`config.mk`:
```
export PLATFORM = sky130hd
export DESIGN_NAME = universal_shift_register_engine
export DESIGN_NICKNAME = d
export VERILOG_FILES = /design/src/rtl/universal_shift_register_engine.sv
export SDC_FILE = /design/constraint.sdc
export NUM_CORES = 1
export LEC_CHECK = 0
export ABC_AREA = 1
export CELL_PAD_IN_SITES_DETAIL_PLACEMENT = 1
export CELL_PAD_IN_SITES_GLOBAL_PLACEMENT = 1
export CORE_ASPECT_RATIO = 0.5
export CORE_UTILIZATION = 35
export CTS_CLUSTER_DIAMETER = 30
export DETAILED_ROUTE_END_ITERATION = 10
export GPL_TIMING_DRIVEN = 0
export PLACE_DENSITY_LB_ADDON = 0.12
export SLEW_MARGIN = 20
export SYNTH_ARGS = -nofsm -noshare
export SYNTH_HDL_FRONTEND = slang
export SYNTH_SLANG_ARGS = --single-unit
```
`constraint.sdc`:
```
create_clock -name Clk_In -period 1.43 [get_ports Clk_In]
set_input_delay 0.3575 -clock Clk_In [delete_from_list [all_inputs] [get_ports Clk_In]]
set_output_delay 0.3575 -clock Clk_In [all_outputs]
set_load 0.03 [all_outputs]
```
`src/rtl/universal_shift_register_engine.sv`:
```
// ============================================================================
// Module   : universal_shift_register_engine
// Brief    : Parametrised universal shift register (load, SHL/SHR/ROL/ROR/ASR, serial in/out)
//            with a one-bit-per-clock multi-cycle shift engine. Optional macro:
//            USR_TRISTATE_OUTPUT_EN (data outputs go to Z while Enable_In is low).
// Revision : 1.0 - initial release
// ============================================================================
`default_nettype none

module universal_shift_register_engine #(
  parameter int WIDTH = 8,
  parameter int CNT_W = 4
) (
  input  logic             Clk_In,
  input  logic             Reset_In,
  input  logic             Enable_In,
  input  logic [2:0]       Mode_In,
  input  logic             Start_In,
  input  logic [CNT_W-1:0] Shift_Count_In,
  input  logic             Serial_Left_In,
  input  logic             Serial_Right_In,
  input  logic [WIDTH-1:0] Parallel_Data_In,
  output logic [WIDTH-1:0] Parallel_Data_Out,
  output logic             Serial_Left_Out,
  output logic             Serial_Right_Out,
  output logic             Busy_Out,
  output logic             Done_Out
);

  localparam logic [2:0] MODE_HOLD = 3'b000;
  localparam logic [2:0] MODE_LOAD = 3'b001;
  localparam logic [2:0] MODE_SHL  = 3'b010;
  localparam logic [2:0] MODE_SHR  = 3'b011;
  localparam logic [2:0] MODE_ROL  = 3'b100;
  localparam logic [2:0] MODE_ROR  = 3'b101;
  localparam logic [2:0] MODE_ASR  = 3'b110;

  localparam logic [0:0] ST_IDLE  = 1'b0;
  localparam logic [0:0] ST_SHIFT = 1'b1;

  localparam logic [CNT_W-1:0] CNT_ZERO = '0;
  localparam logic [CNT_W-1:0] CNT_ONE  = CNT_W'(1);

  logic [WIDTH-1:0] reg_q,   reg_d;
  logic [CNT_W-1:0] rem_q,   rem_d;
  logic [2:0]       mode_q,  mode_d;
  logic [0:0]       state_q, state_d;
  logic             done_q,  done_d;

  function automatic logic [WIDTH-1:0] step_op(
    input logic [2:0]       mode,
    input logic [WIDTH-1:0] val,
    input logic             sl,
    input logic             sr,
    input logic [WIDTH-1:0] load
  );
    logic [WIDTH-1:0] res;
    res = val;
    case (mode)
      MODE_LOAD: res = load;
      MODE_SHL:  res = {val[WIDTH-2:0], sr};
      MODE_SHR:  res = {sl, val[WIDTH-1:1]};
      MODE_ROL:  res = {val[WIDTH-2:0], val[WIDTH-1]};
      MODE_ROR:  res = {val[0], val[WIDTH-1:1]};
      MODE_ASR:  res = {val[WIDTH-1], val[WIDTH-1:1]};
      default:   res = val;
    endcase
    return res;
  endfunction

  function automatic logic is_shift_mode(input logic [2:0] mode);
    return (mode >= MODE_SHL) && (mode <= MODE_ASR);
  endfunction

  always_comb begin
    reg_d   = reg_q;
    rem_d   = rem_q;
    mode_d  = mode_q;
    state_d = state_q;
    done_d  = 1'b0;
    if (Enable_In) begin
      case (state_q)
        ST_IDLE: begin
          if (Start_In && is_shift_mode(Mode_In)) begin
            if (Shift_Count_In == CNT_ZERO) begin
              done_d = 1'b1;
            end else begin
              reg_d = step_op(Mode_In, reg_q, Serial_Left_In, Serial_Right_In, Parallel_Data_In);
              if (Shift_Count_In == CNT_ONE) begin
                done_d = 1'b1;
              end else begin
                rem_d   = Shift_Count_In - CNT_ONE;
                mode_d  = Mode_In;
                state_d = ST_SHIFT;
              end
            end
          end else begin
            reg_d  = step_op(Mode_In, reg_q, Serial_Left_In, Serial_Right_In, Parallel_Data_In);
            done_d = Start_In;
          end
        end
        default: begin
          // Mode and load inputs are deliberately unused here: a running shift cannot be preempted.
          reg_d = step_op(mode_q, reg_q, Serial_Left_In, Serial_Right_In, reg_q);
          rem_d = rem_q - CNT_ONE;
          if (rem_q == CNT_ONE) begin
            state_d = ST_IDLE;
            done_d  = 1'b1;
          end
        end
      endcase
    end
  end

  always_ff @(negedge Clk_In or posedge Reset_In) begin
    if (Reset_In) begin
      reg_q   <= '0;
      rem_q   <= '0;
      mode_q  <= MODE_HOLD;
      state_q <= ST_IDLE;
      done_q  <= 1'b0;
    end else begin
      reg_q   <= reg_d;
      rem_q   <= rem_d;
      mode_q  <= mode_d;
      state_q <= state_d;
      done_q  <= done_d;
    end
  end

  assign Busy_Out = (state_q == ST_SHIFT);
  assign Done_Out = done_q & Enable_In;

`ifdef USR_TRISTATE_OUTPUT_EN
  assign Parallel_Data_Out = Enable_In ? reg_q : {WIDTH{1'bz}};
  assign Serial_Left_Out   = Enable_In ? reg_q[WIDTH-1] : 1'bz;
  assign Serial_Right_Out  = Enable_In ? reg_q[0] : 1'bz;
`else
  assign Parallel_Data_Out = reg_q;
  assign Serial_Left_Out   = reg_q[WIDTH-1];
  assign Serial_Right_Out  = reg_q[0];
`endif

endmodule

`default_nettype wire

```
==> impl_results.md <==
- Status: finished, violations left
- Failing checks: setup timing
- Largest family of logic cells by synthesized area: simple AND/OR/NAND/NOR gates
- Vias in the first global route: 1,711
- Initial antenna violation count: 0
- IO Port Bufs: 30
- DP Wirelength: 3.26 mm
- Peak supply drop: 0.000958 V
- Mapped Nets: roughly 240
- Max Cap Viol: 0
- Post-Synth Adder-Cell Area: 4.12%
- Final Total Pwr: 4.55 mW
- Worst Path Required: 1.07 ns
- Post-Syn Area: 1520 um^2
- Simple-gate area share of the yosys netlist: 45.2%
- Vias: 1,774
- Family with the most delay on the worst path: flip-flops
- Final wirelength: around 5.5 mm
- RSZ-0062 raised after global routing: true
- TritonCTS clock tree: yes
- Layout cells sized above 1: 46.0%
- DP Worst Slack: -1.30 ns
- Die footprint: around 4600 um^2
- Setup-failing EPs final: 29
- Slowest cell on crit path: dfrtn_1
- Final Skew: a little over 0.004 ns
- Mean area per synthesized cell: 6.97 um^2
- Critical path startpoint: Parallel_Data_Out[0]
- Post-synthesis xor/xnor area fraction: 1.73%
- Post-synthesis mux area share: less than 1%
- CP peak stage delay: 0.49 ns
- Cell count after synthesis: 218
- Core area: 4020 um^2
- First-pass GRT wire length: 8.07 mm
- Worst-case hold slack: 0.494 ns
- Worst-Margin Slew: 0.520 ns
- Ports: 33
- Seq cells post-synth: 17
- Tot GR Track Use: 22.5%
- DR WL/cell: 15.9 um
- Hold Startpoint: rem_q[3]
- DIE WIDTH: 95.2 um
- Clock-pin slew on the worst setup and hold paths: about 0.050 ns
- Starting density of the core: ~38%
- Clk sinks: 17
- Placer Congestion: roughly 0.83
- Crit path max fanout: 4
- Worst setup SP type: flop
- Cts-stage hold buffer count: 0
- Cell variety after synth: 32
- Hold WC Path Type: reg -> reg
- Crit path cell chain: buf_2
- DRC viols: 0
- Slew Viols, Final: 0
- Power per cell area: 1800 nW/um^2
- Critical path class: reg -> out
- Lkg Pwr: 1.20 nW
- Pin count of the biggest net entering global routing: 18
- CP Capture Type: output port
- Vias per cell: 5.17
- Drt pass-1 iters: 4
- Longest Clk Path Bufs: 2
- Crit path buf inv count: 1
- Syn-to-layout area delta: 66.7%
- Seq/Total Area, Yosys: 28.0%
- Antenna cell count: 0
- Final hold viol count: 0
- Final nets: 316
- Worst EP arrival: 1.72 ns
- Clock latency on the worst-skew pair: 0.27 ns
- Max-Slew Margin vs Limit: 65.3%
- Routed Antenna Nets: 0
- Root Driver: clkbuf_8
- Iter 0 DRT Violations: 63
- Overflow after GRT: 0
- Crit Reg-Reg Startpoint: Busy_Out
- Setup ws final: -0.647 ns
- Synth Warn #: 0
- Die height: 48.6 um
- Post-synthesis compound-gate area fraction: around a tenth
- # rows: 16
- Htree depth: 1
- Inserted Clock Buffers: 3
==> per-layer routing <==
layer	part of all wire (%)	vias up	global-route usage, %
met4	1.5	0	0.758
met2	53	46	41.5
li1	-	861	-
met5	0	-	0
met1	41	857	28.3
met3	4.3	10	4.25
==> layout by cell type (no fill, tap or decap), drive strengths merged, types with 2 or more instances in the layout <==
| master | count |
|---|---|
| a21oi | 9 |
| buf | 61 |
| clkbuf | 5 |
| clkdlybuf4s50 | 9 |
| clkinv | 2 |
| dfrtn | 17 |
| ha | 5 |
| inv | 19 |
| nand2 | 80 |
| nand3 | 38 |
| nand4 | 6 |
| nor2 | 12 |
| o21ai | 15 |
| xor2 | 2 |
==> sequential cells by signal, indices dropped and copies added (netlist names) <==
signal             cells
rem_q                  4
Busy_Out               1
mode_q                 3
done_q                 1
Parallel_Data_Out      8
==> repair_timing <==
| action | 4_1_cts | 5_1_grt |
|---|---|---|
| endpoints found under the setup margin | 46 | 29 |
| gates cloned | 0 | 0 |
| pin swaps | 25 | 14 |
| resized for setup | 155 | 28 |
| buffers inserted | 27 | 12 |
==> power breakdown <==
group	switching (mW)	internal (mW)	total, mW
logic	1.88	1.38	3.26
registers	0.187	0.720	0.907
clock network	0.186	0.198	0.384
==> final timing paths <==
path,end,slack [ns],cells past startpoint
hold reg to reg,rem_q[3],0.49,2
setup / recovery,Serial_Right_Out,-0.65,1
hold / removal,rem_q[3],0.49,2
min in group asynchronous,Parallel_Data_Out[7],1.02,2
max in group asynchronous,mode_q[1],0.13,2
setup reg to reg,Parallel_Data_Out[4],-0.26,7
==> synthesized netlist by cell type <==
cell	instances	area [um^2]
inv_2	6	22.5
nand3_2	3	30.0
o21ai_4	1	16.3
buf_4	2	15.0
xor2_1	2	17.5
a21oi_1	9	45.0
dfrtn_1	17	425
buf_6	3	33.8
mux2i_1	1	10.0
xnor2_1	1	8.76
nand4_1	6	37.5
o21ai_0	7	35.0
nor2_8	1	20.0
nand3_4	1	17.5
inv_6	2	17.5
buf_2	1	5.00
ha_1	5	62.6
nor2_1	8	30.0
a31o_2	1	8.76
clkbuf_1	1	3.75
inv_1	12	45.0
nand3_1	34	170
nand2_4	2	22.5
o21ai_1	3	15.0
inv_4	1	6.26
nor2_4	3	33.8
nand3b_1	1	7.51
clkinv_2	1	5.00
o21ai_2	4	35.0
nand2_2	8	50.1
nor3_1	1	5.00
nand2_1	70	263
==> stage by stage <==
stage / TNS (ns) / util (%) / cell area, um^2 / instances
2_1_floorplan: -12.04 / - / 1590 / 218
3_3_place_gp: -38.57 / 48.5 / 1950 / 302
3_5_place_dp: -39.01 / 48.5 / 1950 / 302
4_1_cts: -12.85 / 58.3 / 2340 / 333
5_1_grt: -14.78 / 63.0 / 2530 / 343
6_report: -13.61 / 63.0 / 2530 / 343
==> kinds of logic after synthesis <==
kind of cell,count (synthesis)
compound gates,25
mux,1
simple gates,138
fa+ha+maj,5
buf+inv,29
xor+xnor,3
flops,17
==> layout make-up <==
cell class,count,area [um^2]
tap,54,67.6
clock buffer,4,45.0
buffer,7,82.6
sequential,17,425
timing repair buffer,67,637
multi-input combinational,172,1150
fill,482,1490
inverter,22,131
Power figures use the tool's default switching activity.
